**config.mk**
```make
export PLATFORM = sky130hd
export DESIGN_NAME = ex_operand_stage
export DESIGN_NICKNAME = d
export VERILOG_FILES = /design/src/rtl/ex_operand_stage.sv
export SDC_FILE = /design/constraint.sdc
export NUM_CORES = 1
export LEC_CHECK = 0
export CORE_MARGIN = 4
export CORE_UTILIZATION = 45
export CTS_CLUSTER_SIZE = 14
export DETAILED_ROUTE_END_ITERATION = 10
export PLACE_DENSITY = 0.75
export REMOVE_ABC_BUFFERS = 1
export SETUP_SLACK_MARGIN = 0.3
export SLEW_MARGIN = 20
export SYNTH_ARGS = -nofsm -noshare
export SYNTH_HDL_FRONTEND = slang
export SYNTH_SLANG_ARGS = --single-unit
```
**constraint.sdc**
```tcl
create_clock -name clk -period 2.81 [get_ports clk]
set_clock_uncertainty 0.05 [all_clocks]
set_input_delay 0.281 -clock clk [delete_from_list [all_inputs] [get_ports clk]]
set_output_delay 0.281 -clock clk [all_outputs]
set_load 0.02 [all_outputs]
```
**src/rtl/ex_operand_stage.sv**
```systemverilog
// Decode->execute operand stage: head register plus one skid register feeding the ALUSrc operand mux.
// Latency 1 cycle from accept to out_valid when the head is free or being emitted in the same cycle.
// Backpressure: in_ready is registered (count<2 after the edge), so out_ready never reaches in_ready combinationally.
//
// Ports:
//   clk, reset_n       rising-edge clock, asynchronous active-low reset
//   flush              synchronous discard of every held entry (wins over accept and emit)
//   in_valid/in_ready  decode handshake; in_* carry register indices, read data, immediate and control
//   out_valid/out_ready EX handshake; out_* present the head entry (operand A, mux in0/in1/sel, rd, regwrite)
module ex_operand_stage #(
    parameter int          DATA_W   = 64,
    parameter logic [4:0]  ZERO_REG = 5'd31
) (
    input  logic              clk,
    input  logic              reset_n,
    input  logic              flush,
    input  logic              in_valid,
    output logic              in_ready,
    input  logic [4:0]        in_rn_addr,
    input  logic [4:0]        in_rm_addr,
    input  logic [DATA_W-1:0] in_rn_data,
    input  logic [DATA_W-1:0] in_rm_data,
    input  logic [DATA_W-1:0] in_imm,
    input  logic              in_alusrc,
    input  logic [4:0]        in_rd_addr,
    input  logic              in_regwrite,
    output logic              out_valid,
    input  logic              out_ready,
    output logic [DATA_W-1:0] out_a,
    output logic [DATA_W-1:0] out_b_reg,
    output logic [DATA_W-1:0] out_imm,
    output logic              out_alusrc,
    output logic [4:0]        out_rd_addr,
    output logic              out_regwrite
);

    typedef struct packed {
        logic [DATA_W-1:0] a;
        logic [DATA_W-1:0] b;
        logic [DATA_W-1:0] imm;
        logic              alusrc;
        logic [4:0]        rd;
        logic              regwrite;
    } entry_t;

    entry_t     head_q, head_d;
    entry_t     skid_q, skid_d;
    entry_t     in_entry;
    logic [1:0] count_q, count_d;
    logic       in_ready_q, in_ready_d;
    logic       accept;
    logic       emit;

    assign accept = in_valid & in_ready_q;
    assign emit   = (count_q != 2'd0) & out_ready;

    // The zero register is resolved at capture so EX never sees stale regfile data for it.
    always_comb begin
        in_entry.a        = (in_rn_addr == ZERO_REG) ? '0 : in_rn_data;
        in_entry.b        = (in_rm_addr == ZERO_REG) ? '0 : in_rm_data;
        in_entry.imm      = in_imm;
        in_entry.alusrc   = in_alusrc;
        in_entry.rd       = in_rd_addr;
        in_entry.regwrite = in_regwrite;
    end

    always_comb begin
        head_d  = head_q;
        skid_d  = skid_q;
        count_d = count_q;
        case (count_q)
            2'd0: begin
                if (accept) begin
                    head_d  = in_entry;
                    count_d = 2'd1;
                end
            end
            2'd1: begin
                case ({accept, emit})
                    2'b11: head_d = in_entry;          // head leaves, new entry replaces it
                    2'b01: count_d = 2'd0;
                    2'b10: begin                       // head stalled: park in skid
                        skid_d  = in_entry;
                        count_d = 2'd2;
                    end
                    default: ;
                endcase
            end
            2'd2: begin
                // in_ready_q is low here, so only an emit can change state.
                if (emit) begin
                    head_d  = skid_q;
                    count_d = 2'd1;
                end
            end
            default: count_d = 2'd0;
        endcase
        // Data registers may still load during a flush; they are unobservable with out_valid low.
        if (flush) begin
            count_d = 2'd0;
        end
        in_ready_d = (count_d != 2'd2);
    end

    always_ff @(posedge clk or negedge reset_n) begin
        if (!reset_n) begin
            head_q     <= '0;
            skid_q     <= '0;
            count_q    <= 2'd0;
            in_ready_q <= 1'b0;
        end else begin
            head_q     <= head_d;
            skid_q     <= skid_d;
            count_q    <= count_d;
            in_ready_q <= in_ready_d;
        end
    end

    assign in_ready     = in_ready_q;
    assign out_valid    = (count_q != 2'd0);
    assign out_a        = head_q.a;
    assign out_b_reg    = head_q.b;
    assign out_imm      = head_q.imm;
    assign out_alusrc   = head_q.alusrc;
    assign out_rd_addr  = head_q.rd;
    assign out_regwrite = head_q.regwrite;

endmodule

```
==> flow_metrics.tcl, run 1 <==
set metrics [dict create \
    grt_pass1_vias 17000 \
    worst_slew_pin_slew_ns 0.666 \
    area_growth_pct 33.4 \
    power_per_cell_area_nw_per_um2 758 \
    seq_area_frac_synth 0.537 \
    coreArea_um2 40900 \
    gp_congestion 0.818 \
    avgSynthCellArea_um2 9.62 \
    rrSetupSlack_ns 0.36 \
    largest-register "skid_q" \
    num_vias 16900 \
    drive_gt1_frac 0.107 \
    maxSlewHeadroom 0.556 \
    drt_drc_violations_left 0 \
    fin_util 0.610 \
    worstReg2RegStart "count_q[0]" \
    r2r-end "out_b_reg[46]" \
    clock-root-buffer "clkbuf_16" \
    vdd_drop_max_uv 485 \
    slowest_stage "dfrtp_1" \
    clkLatencyLatePin_ns 0.56 \
    fin_crit_sh 0.871 \
    synth_area_um2 18700 \
    multi_input_area_um2 7860 \
    numPortBuffers 414 \
    post_cts_buffers 0 \
    drt_iter0_drc 1521 \
    holdPathStages 3 \
    antenna_found_initial 1 \
    cts_tree "done" \
    worstPathCellList "or2_2 > nand2_1 > inv_1 > ha_1 > nand3b_1 > and3_4 > buf_4 > o41ai_2" \
    dp.cells 2752 \
    min_from "in_imm[47]" \
    rsz0062_at_grt "true" \
    crit_path_start_kind "flop" \
    crit_fanout 22 \
    grt_overflow_total 0 \
    numClockSinks 401 \
    hold_ws_ns 0.229 \
    final.setup.tns_ns 0 \
    path_delay_family "simple AND/OR/NAND/NOR gates" \
    cap_violations 0 \
    ys_seq_elements 401 \
    wl_per_cell_um 21.4 \
    post-route-min-period_ns 2.45 \
    worstHoldPathType "input port to flop" \
    slowest_delay_ns 0.49 \
    place_area_um2 23500 \
    setup_viol_count_final 0 \
    arrival_ns 2.81 \
    cp-end-kind "flop" \
    drtAntennaViolNets 0 \
    outcome "finished, final reports clean" \
    leakage_nw 11.5 \
    cts_inserted_buffers 44 \
    fin_area_um2 24900 \
    num-fill-cells 3283 \
    vias_per_cell 5.97 \
    ioPinCount 415 \
    cp.required_ns 3.17 \
    r2r_cells 8 \
    synth_edf_count 0 \
    clkTransAtPathRegs_ns 0.06 \
    die_w_um 212 \
    grt_pass1_wl_um 95400 \
    dieArea_um2 44900 \
    synth_flop_cell "dfrtp_1" \
    grt_max_degree 111 \
    finalNonFillerCells 2828 \
    grt_util_all_layers 0.260 \
    rows 74 \
    start_util 0.457 \
    hpwl_um 37000 \
    cp_num_buf_inv 2 \
    cts_buffer_depth 3 \
    die_y_um 212 \
    wl_um 60500 \
    largest_reg_flops 199 \
    firstDrtPassIters 6 \
    maxSlewViolCount 0 \
    whs_endpoint "skid_q[54]" \
    cts.htree.levels 2 \
    async_flop_share 1.00 \
    syn_inst 1943 \
    yosysUniqueCellTypes 28 \
    crit_type "flop to flop" \
    critPathLaunch "count_q[0]" \
    register_area_um2 10000 \
    finalNetCount 2483 \
    fmax_mhz 409 \
    hold_viol_final 0 \
    yosysWarnings 0 \
]
layout make-up:
class                           instances  share of cell area
Clock inverter                         18             0.00587
Tap cell                              532              0.0267
Sequential cell                       401               0.402
Inverter                                1            0.000150
Timing Repair Buffer                  471               0.201
Clock buffer                           56              0.0492
Multi-Input combinational cell       1348               0.315
Antenna cell                            1            0.000100
worst register-to-register path, cell delays in order, from the launching register on:
cell and delay (ns):
dfrtp_1 0.49, or2_2 0.35, nand2_1 0.09, inv_1 0.04
ha_1 0.16, nand3b_1 0.16, and3_4 0.37, buf_4 0.42
o41ai_2 0.16
per-stage QoR:
step / worst slack, ns / power (mW)
finish: 0.362 / 18.9
global placement: 0.364 / 13.1
floorplan: -7.40 / 10.8
CTS: 0.370 / 19.0
global route: 0.280 / 19.8
detailed placement: 0.303 / 13.3
Yosys cell counts, drive strengths merged (2+ instances only):
| cell | n | share of area |
|---|---|---|
| buf | 54 | 0.018 |
| clkbuf | 139 | 0.028 |
| dfrtp | 401 | 0.54 |
| ha | 2 | 0.0013 |
| mux2i | 71 | 0.038 |
| nand2 | 472 | 0.095 |
| nand2b | 2 | 0.00067 |
| nand3 | 2 | 0.00054 |
| nand3b | 4 | 0.0016 |
| nand4 | 199 | 0.067 |
| nor2 | 258 | 0.052 |
| nor2b | 2 | 0.00067 |
| nor3 | 2 | 0.0014 |
| o21ai | 199 | 0.053 |
| o41ai | 128 | 0.10 |
how the worst max path moves through the flow:
stage	cells past startpoint	slack (ns)	endpoint
finish	8	0.36	out_b_reg[46]
global route	8	0.28	out_imm[48]
CTS	9	0.37	out_b_reg[46]
detailed placement	7	0.30	out_a[39]
global placement	7	0.36	out_a[47]
floorplan	7	-7.40	out_alusrc
layout by cell type (no fill, tap or decap), types with 3 or more instances in the layout:
cell type and instances:
buf_12 29, buf_16 3, buf_4 23, clkbuf_1 5, clkbuf_16 45, clkbuf_8 6, clkdlybuf4s50_1 413, clkinv_2 14
dfrtp_1 401, mux2i_1 71, nand2_1 472, nand3b_1 4, nand4_1 199, nor2_1 256, o21ai_0 199, o41ai_1 19
o41ai_2 109
kinds of logic after synthesis:
kind of cell,after synthesis,synth area share
simple gates,946,0.220
compound gates,329,0.158
buf+inv,194,0.0464
mux,71,0.0380
flops,401,0.537
fa+ha+maj,2,0.00134
per-layer routing:
| layer | global-route usage | vias up | wire length, µm |
|---|---|---|---|
| li1 | - | 7424 | - |
| met1 | 0.356 | 8469 | 24200 |
| met2 | 0.413 | 874 | 29000 |
| met5 | 0 | - | 0 |
| met4 | 0.0746 | 0 | 1710 |
| met3 | 0.0671 | 103 | 5670 |
where the power goes:
part	switching, mW	internal, mW
registers	0.929	7.30
clock network	2.36	3.25
logic	2.71	2.35
total	6.00	12.9
what timing repair did:
item,4_1_cts,5_1_grt
setup endpoints to repair,0,10
endpoints found under the hold margin,64,0
gates resized for setup,0,4
hold buffers,1,0
Note: power is estimated with default switching activity, not from simulation.
==> run 2: changes to the inputs <==
--- a/config.mk
+++ b/config.mk
@@ -6,10 +6,10 @@
 export NUM_CORES = 1
 export LEC_CHECK = 0
 export CORE_MARGIN = 4
-export CORE_UTILIZATION = 45
+export CORE_UTILIZATION = 30
 export CTS_CLUSTER_SIZE = 14
 export DETAILED_ROUTE_END_ITERATION = 10
-export PLACE_DENSITY = 0.75
+export PLACE_DENSITY = 0.55
 export REMOVE_ABC_BUFFERS = 1
 export SETUP_SLACK_MARGIN = 0.3
 export SLEW_MARGIN = 20
==> run 2 against run 1 <==
Compared with the run above:
- sequential power hardly changed
- sequential share of layout area is 1.0 points lower
- fmax is 3.7% higher
- global-route usage is 7.0 points lower
- first-iteration DRC count is 28% lower
- largest power group unchanged
==> flow_metrics.tcl, run 2 (synthesis gave the netlist of run 1 again) <==
set metrics [dict create \
    cts.htree.levels 2 \
    clock-root-buffer "clkbuf_16" \
    final_cell_mix "472 x nand2_1, 413 x clkdlybuf4s50_1, 401 x dfrtp_1, 256 x nor2_1" \
    min_from "in_imm[55]" \
    setup_viol_count_final 0 \
    final.setup.tns_ns 0 \
    drive_gt1_frac 0.116 \
    largest_reg_flops 199 \
    vias_per_cell 5.22 \
    grt_pass1_wl_um 102000 \
    fin_util 0.415 \
    final_common_cell "nand2_1" \
    grt_max_degree 164 \
    leakage_nw 11.7 \
    place_area_um2 24000 \
    vdd_drop_max_uv 466 \
    worstReg2RegStart "count_q[1]" \
    cp-end-kind "flop" \
    coreArea_um2 61700 \
    grt_overflow_total 0 \
    r2r_cells 9 \
    pwr-share-seq 0.424 \
    outcome "finished, final reports clean" \
    grt_util_all_layers 0.190 \
    finalNetCount 2509 \
    hpwl_um 40200 \
    holdPathStages 3 \
    die_y_um 258 \
    drt_drc_violations_left 0 \
    largest-register "skid_q" \
    finalPower_mw 19.4 \
    cap_violations 0 \
    ioPinCount 415 \
    cts_resized 0 \
    power.net_switching_mw 6.10 \
    grt_pass1_vias 17100 \
    clkTransAtPathRegs_ns 0.06 \
    cts_buffer_depth 3 \
    drt_iter0_drc 1097 \
    arrival_ns 2.76 \
    power_per_cell_area_nw_per_um2 756 \
    post-route-min-period_ns 2.36 \
    cts_tree "done" \
    firstDrtPassIters 5 \
    switching_share 0.315 \
    fin_area_um2 25600 \
    worstHoldPathType "input port to flop" \
    wl_per_cell_um 20.6 \
    hold_viol_final 0 \
    maxSlewViolCount 0 \
    slowest_stage "dfrtp_1" \
    numPortBuffers 414 \
    rows 91 \
    start_util 0.303 \
    die_w_um 258 \
    cts_inserted_buffers 49 \
    crit_type "flop to flop" \
    clkLatencyLatePin_ns 0.56 \
    area_growth_pct 36.9 \
    p_int_mw 13.3 \
    worstPathCellList "or2_2 > nand2_1 > inv_1 > ha_1 > nand3b_1 > buf_4 > buf_12 > nand4_1 > o41ai_2" \
    fin_crit_sh 0.840 \
    num_vias 16500 \
    antenna_found_initial 7 \
    whs_endpoint "skid_q[62]" \
    cp.required_ns 3.21 \
    slowest_delay_ns 0.47 \
    worst_slew_pin_slew_ns 0.983 \
    rrSetupSlack_ns 0.45 \
    rsz0062_at_grt "false" \
    comb_power_share 0.264 \
    r2r-end "out_a[11]" \
    gp_congestion 0.795 \
    pwr-share-clk 0.312 \
    dieArea_um2 66400 \
    crit_fanout 105 \
    numClockSinks 401 \
    maxSlewHeadroom 0.344 \
    drtAntennaViolNets 0 \
    fmax_mhz 424 \
    wl_um 65100 \
    crit_path_start_kind "flop" \
]
[run 2: worst max-delay path by stage]
stage	from	to	slack (ns)
floorplan	count_q[0]	out_alusrc	-7.40
global placement	in_valid	out_imm[57]	0.36
detailed placement	in_valid	out_a[29]	0.30
CTS	count_q[1]	out_imm[13]	0.38
global route	count_q[1]	out_a[11]	0.31
finish	count_q[1]	out_a[11]	0.45
[run 2: critical path: cells and delay by family, from the launching register on]
family	cells	cell delay (ns)
AOI/OAI and AO/OA	1	0.10
buffers and inverters	3	0.54
and+or+nand+nor	4	0.73
DFF	1	0.47
adders and majority gates	1	0.17
[run 2: power by group through the flow]
stage	logic (mW)	clock network (mW)	registers [mW]
floorplan	2.02	0	8.80
global placement	5.02	0	8.23
detailed placement	5.15	0	8.27
CTS	5.17	6.25	8.20
global route	5.57	6.49	8.37
finish	5.11	6.05	8.21
[run 2: routing by layer]
metal,GRT usage,up-vias,part of all wire
met3,0.0546,99,0.078
met1,0.252,8334,0.43
li1,-,7511,-
met4,0.0476,6,0.022
met2,0.307,586,0.47
met5,0,-,0.00052
[run 2: layout make-up]
type / instances / area, µm²
clock buffers: 75 / 1470
inverters: 1 / 3.75
diodes: 5 / 12.5
flip-flops and latches: 401 / 10000
well taps: 837 / 1050
clock inverters: 9 / 50.0
repair buffers: 492 / 5120
multi-input cells: 1348 / 7860
fillers: 6015 / 36100
[run 2: per-stage QoR]
stage	cells	setup WS, ns	hold WS [ns]
floorplan	1750	-7.40	-0.0646
detailed placement	3075	0.298	0.292
global placement	3075	0.363	0.285
global route	3164	0.313	0.194
finish	3168	0.450	0.217
CTS	3160	0.376	0.174
[run 2: timing repair]
| action | 4_1_cts | 5_1_grt |
|---|---|---|
| setup buffers | 0 | 3 |
| endpoints found under the setup margin | 0 | 18 |
| endpoints found under the hold margin | 58 | 0 |
| hold buffers | 1 | 0 |
==> run 3: changes to the inputs <==
==> constraint.sdc (replaced) <==
create_clock -name clk -period 2.45 [get_ports clk]
set_clock_uncertainty 0.05 [all_clocks]
set_input_delay 0.245 -clock clk [delete_from_list [all_inputs] [get_ports clk]]
set_output_delay 0.245 -clock clk [all_outputs]
set_load 0.02 [all_outputs]
==> run 3 against run 2 <==
Compared with the run above:
- setup slack lost 0.12 ns
- sequential share of layout area is 0.36 points lower
- die area is the same
- cell area grew 0.93%
- cell count increased by 0.22%
- largest cell class unchanged
- highest routed layer unchanged
==> flow_metrics.tcl, run 3 (synthesis gave the netlist of run 1 again) <==
set metrics [dict create \
    outcome "finished, final reports clean" \
    grt_util_all_layers 0.192 \
    largest_reg_flops 199 \
    antenna_found_initial 8 \
    crit_path_start_kind "flop" \
    drt_iter0_drc 1127 \
    firstDrtPassIters 5 \
    final_cell_mix "472 x nand2_1, 412 x clkdlybuf4s50_1, 401 x dfrtp_1, 256 x nor2_1" \
    switching_share 0.313 \
    grt_overflow_total 0 \
    start_util 0.303 \
    rows 91 \
    comb_power_share 0.266 \
    die_w_um 258 \
    clkTransAtPathRegs_ns 0.06 \
    cts_inserted_buffers 46 \
    cp-end-kind "flop" \
    grt_pass1_vias 17200 \
    die_y_um 258 \
    finalNonFillerCells 3175 \
    drive_gt1_frac 0.121 \
    grt_max_degree 101 \
    wl_per_cell_um 20.9 \
    gp_congestion 0.798 \
    maxSlewHeadroom 0.535 \
    slowest_stage "dfrtp_1" \
    cts_buffer_depth 3 \
    crit_type "flop to flop" \
    slowest_delay_ns 0.37 \
    fmax_mhz 471 \
    setup_viol_count_final 0 \
    cp.required_ns 2.84 \
    wl_um 66400 \
    cts_tree "done" \
    cts.htree.levels 2 \
    area_growth_pct 38.2 \
    hold_viol_final 0 \
    pwr-share-seq 0.421 \
    post-route-min-period_ns 2.12 \
    grt_pass1_wl_um 103000 \
    use_met2 0.317 \
    drtAntennaViolNets 0 \
    pwr-share-clk 0.313 \
    cap_violations 0 \
    met3_usage 0.0511 \
    ioPinCount 415 \
    busiest_layer "met2" \
    maxSlewViolCount 0 \
    cp_num_buf_inv 3 \
    crit_fanout 68 \
    arrival_ns 2.52 \
    worst_slew_pin_slew_ns 0.697 \
    finalPower_mw 22.3 \
    hpwl_um 41900 \
    clkLatencyLatePin_ns 0.56 \
    dp.cells 3088 \
    final_common_cell "nand2_1" \
    leakage_nw 11.8 \
    coreArea_um2 61700 \
    final.setup.tns_ns 0 \
    num_vias 16600 \
    p_int_mw 15.3 \
    rsz0062_at_grt "true" \
    drt_drc_violations_left 0 \
    largest-register "skid_q" \
    worstPathCellList "or2_2 > nand2_1 > inv_1 > ha_1 > nand3b_1 > buf_4 > buf_16 > nand4_1 > o41ai_2" \
    fin_crit_sh 0.867 \
    use_met1 0.253 \
    power_per_cell_area_nw_per_um2 863 \
    vdd_drop_max_uv 459 \
    numPortBuffers 414 \
    worstHoldPathType "input port to flop" \
    finalNetCount 2520 \
    num-fill-cells 6018 \
    power.net_switching_mw 6.98 \
    numClockSinks 401 \
    path_delay_family "simple AND/OR/NAND/NOR gates" \
    clock-root-buffer "clkbuf_16" \
    dieArea_um2 66400 \
    vias_per_cell 5.23 \
]
run 3: changes by cell type in the layout (fill, tap and decap cells not counted), sizes merged:
| cell | before | now |
|---|---|---|
| clkdlybuf4s50 | 413 | 412 |
| diode | 5 | 1 |
| dlymetal6s2s | 0 | 1 |
| clkinvlp | 2 | 0 |
| bufinv | 0 | 2 |
| clkinv | 7 | 8 |
| buf | 78 | 90 |
| clkbuf | 75 | 72 |
| inv | 1 | 2 |
run 3: tightest hold or removal path: stages:
cell,delay [ns]
clkdlybuf4s50_1,0.42
nand2_1,0.06
nand2_1,0.04
run 3: area by class of cell:
| type | instances | area (µm²) | area share |
|---|---|---|---|
| sequential | 401 | 10000 | 0.388 |
| multi-input combinational | 1348 | 7860 | 0.304 |
| timing repair buffer | 506 | 5370 | 0.208 |
| clock buffer | 70 | 1420 | 0.0548 |
| tap | 837 | 1050 | 0.0405 |
| clock inverter | 11 | 109 | 0.00421 |
| inverter | 1 | 3.75 | 0.000145 |
| antenna | 1 | 2.50 | 0.0000968 |
run 3: what timing repair did:
item	4_1_cts	5_1_grt
setup buffers	2	0
hold endpoints to repair	57	0
pin swaps	1	0
endpoints found under the setup margin	74	94
gates cloned	0	2
hold buffers	1	0
gates resized for setup	1	5
run 3: worst paths after layout:
path / startpoint / to / slack [ns] / depth (start not counted)
worst max-delay path: count_q[0] / out_a[28] / 0.33 / 9
worst min-delay path: in_imm[18] / skid_q[25] / 0.19 / 3
worst max register to register: count_q[0] / out_a[28] / 0.33 / 9
worst min register to register: skid_q[21] / skid_q[21] / 0.42 / 2
max in group asynchronous: reset_n / out_a[53] / 1.24 / 3
min in group asynchronous: reset_n / skid_q[48] / 0.23 / 2
run 3: power groups by stage:
stage               Clock [mW]  Sequential (mW)  Combinational (mW)
floorplan                    0             10.1                2.31
global placement             0             9.42                5.78
detailed placement           0             9.48                5.93
CTS                       7.20             9.39                5.97
global route              7.47             9.59                6.43
finish                    6.98             9.39                5.92
run 3: stage by stage:
| stage | utilization | cell area (µm²) | worst slack, ns | hold slack (ns) |
|---|---|---|---|---|
| floorplan | - | 17800 | -7.76 | -0.101 |
| global placement | 0.392 | 24200 | 0.102 | 0.253 |
| detailed placement | 0.392 | 24200 | 0.0608 | 0.258 |
| CTS | 0.418 | 25800 | 0.310 | 0.141 |
| global route | 0.419 | 25800 | 0.245 | 0.171 |
| finish | 0.419 | 25800 | 0.327 | 0.192 |
run 3: routing by layer:
| metal | share of wire | vias to the layer above |
|---|---|---|
| met5 | 0.00083 | - |
| met4 | 0.019 | 8 |
| met3 | 0.073 | 93 |
| met2 | 0.48 | 567 |
| met1 | 0.42 | 8383 |
| li1 | - | 7542 |
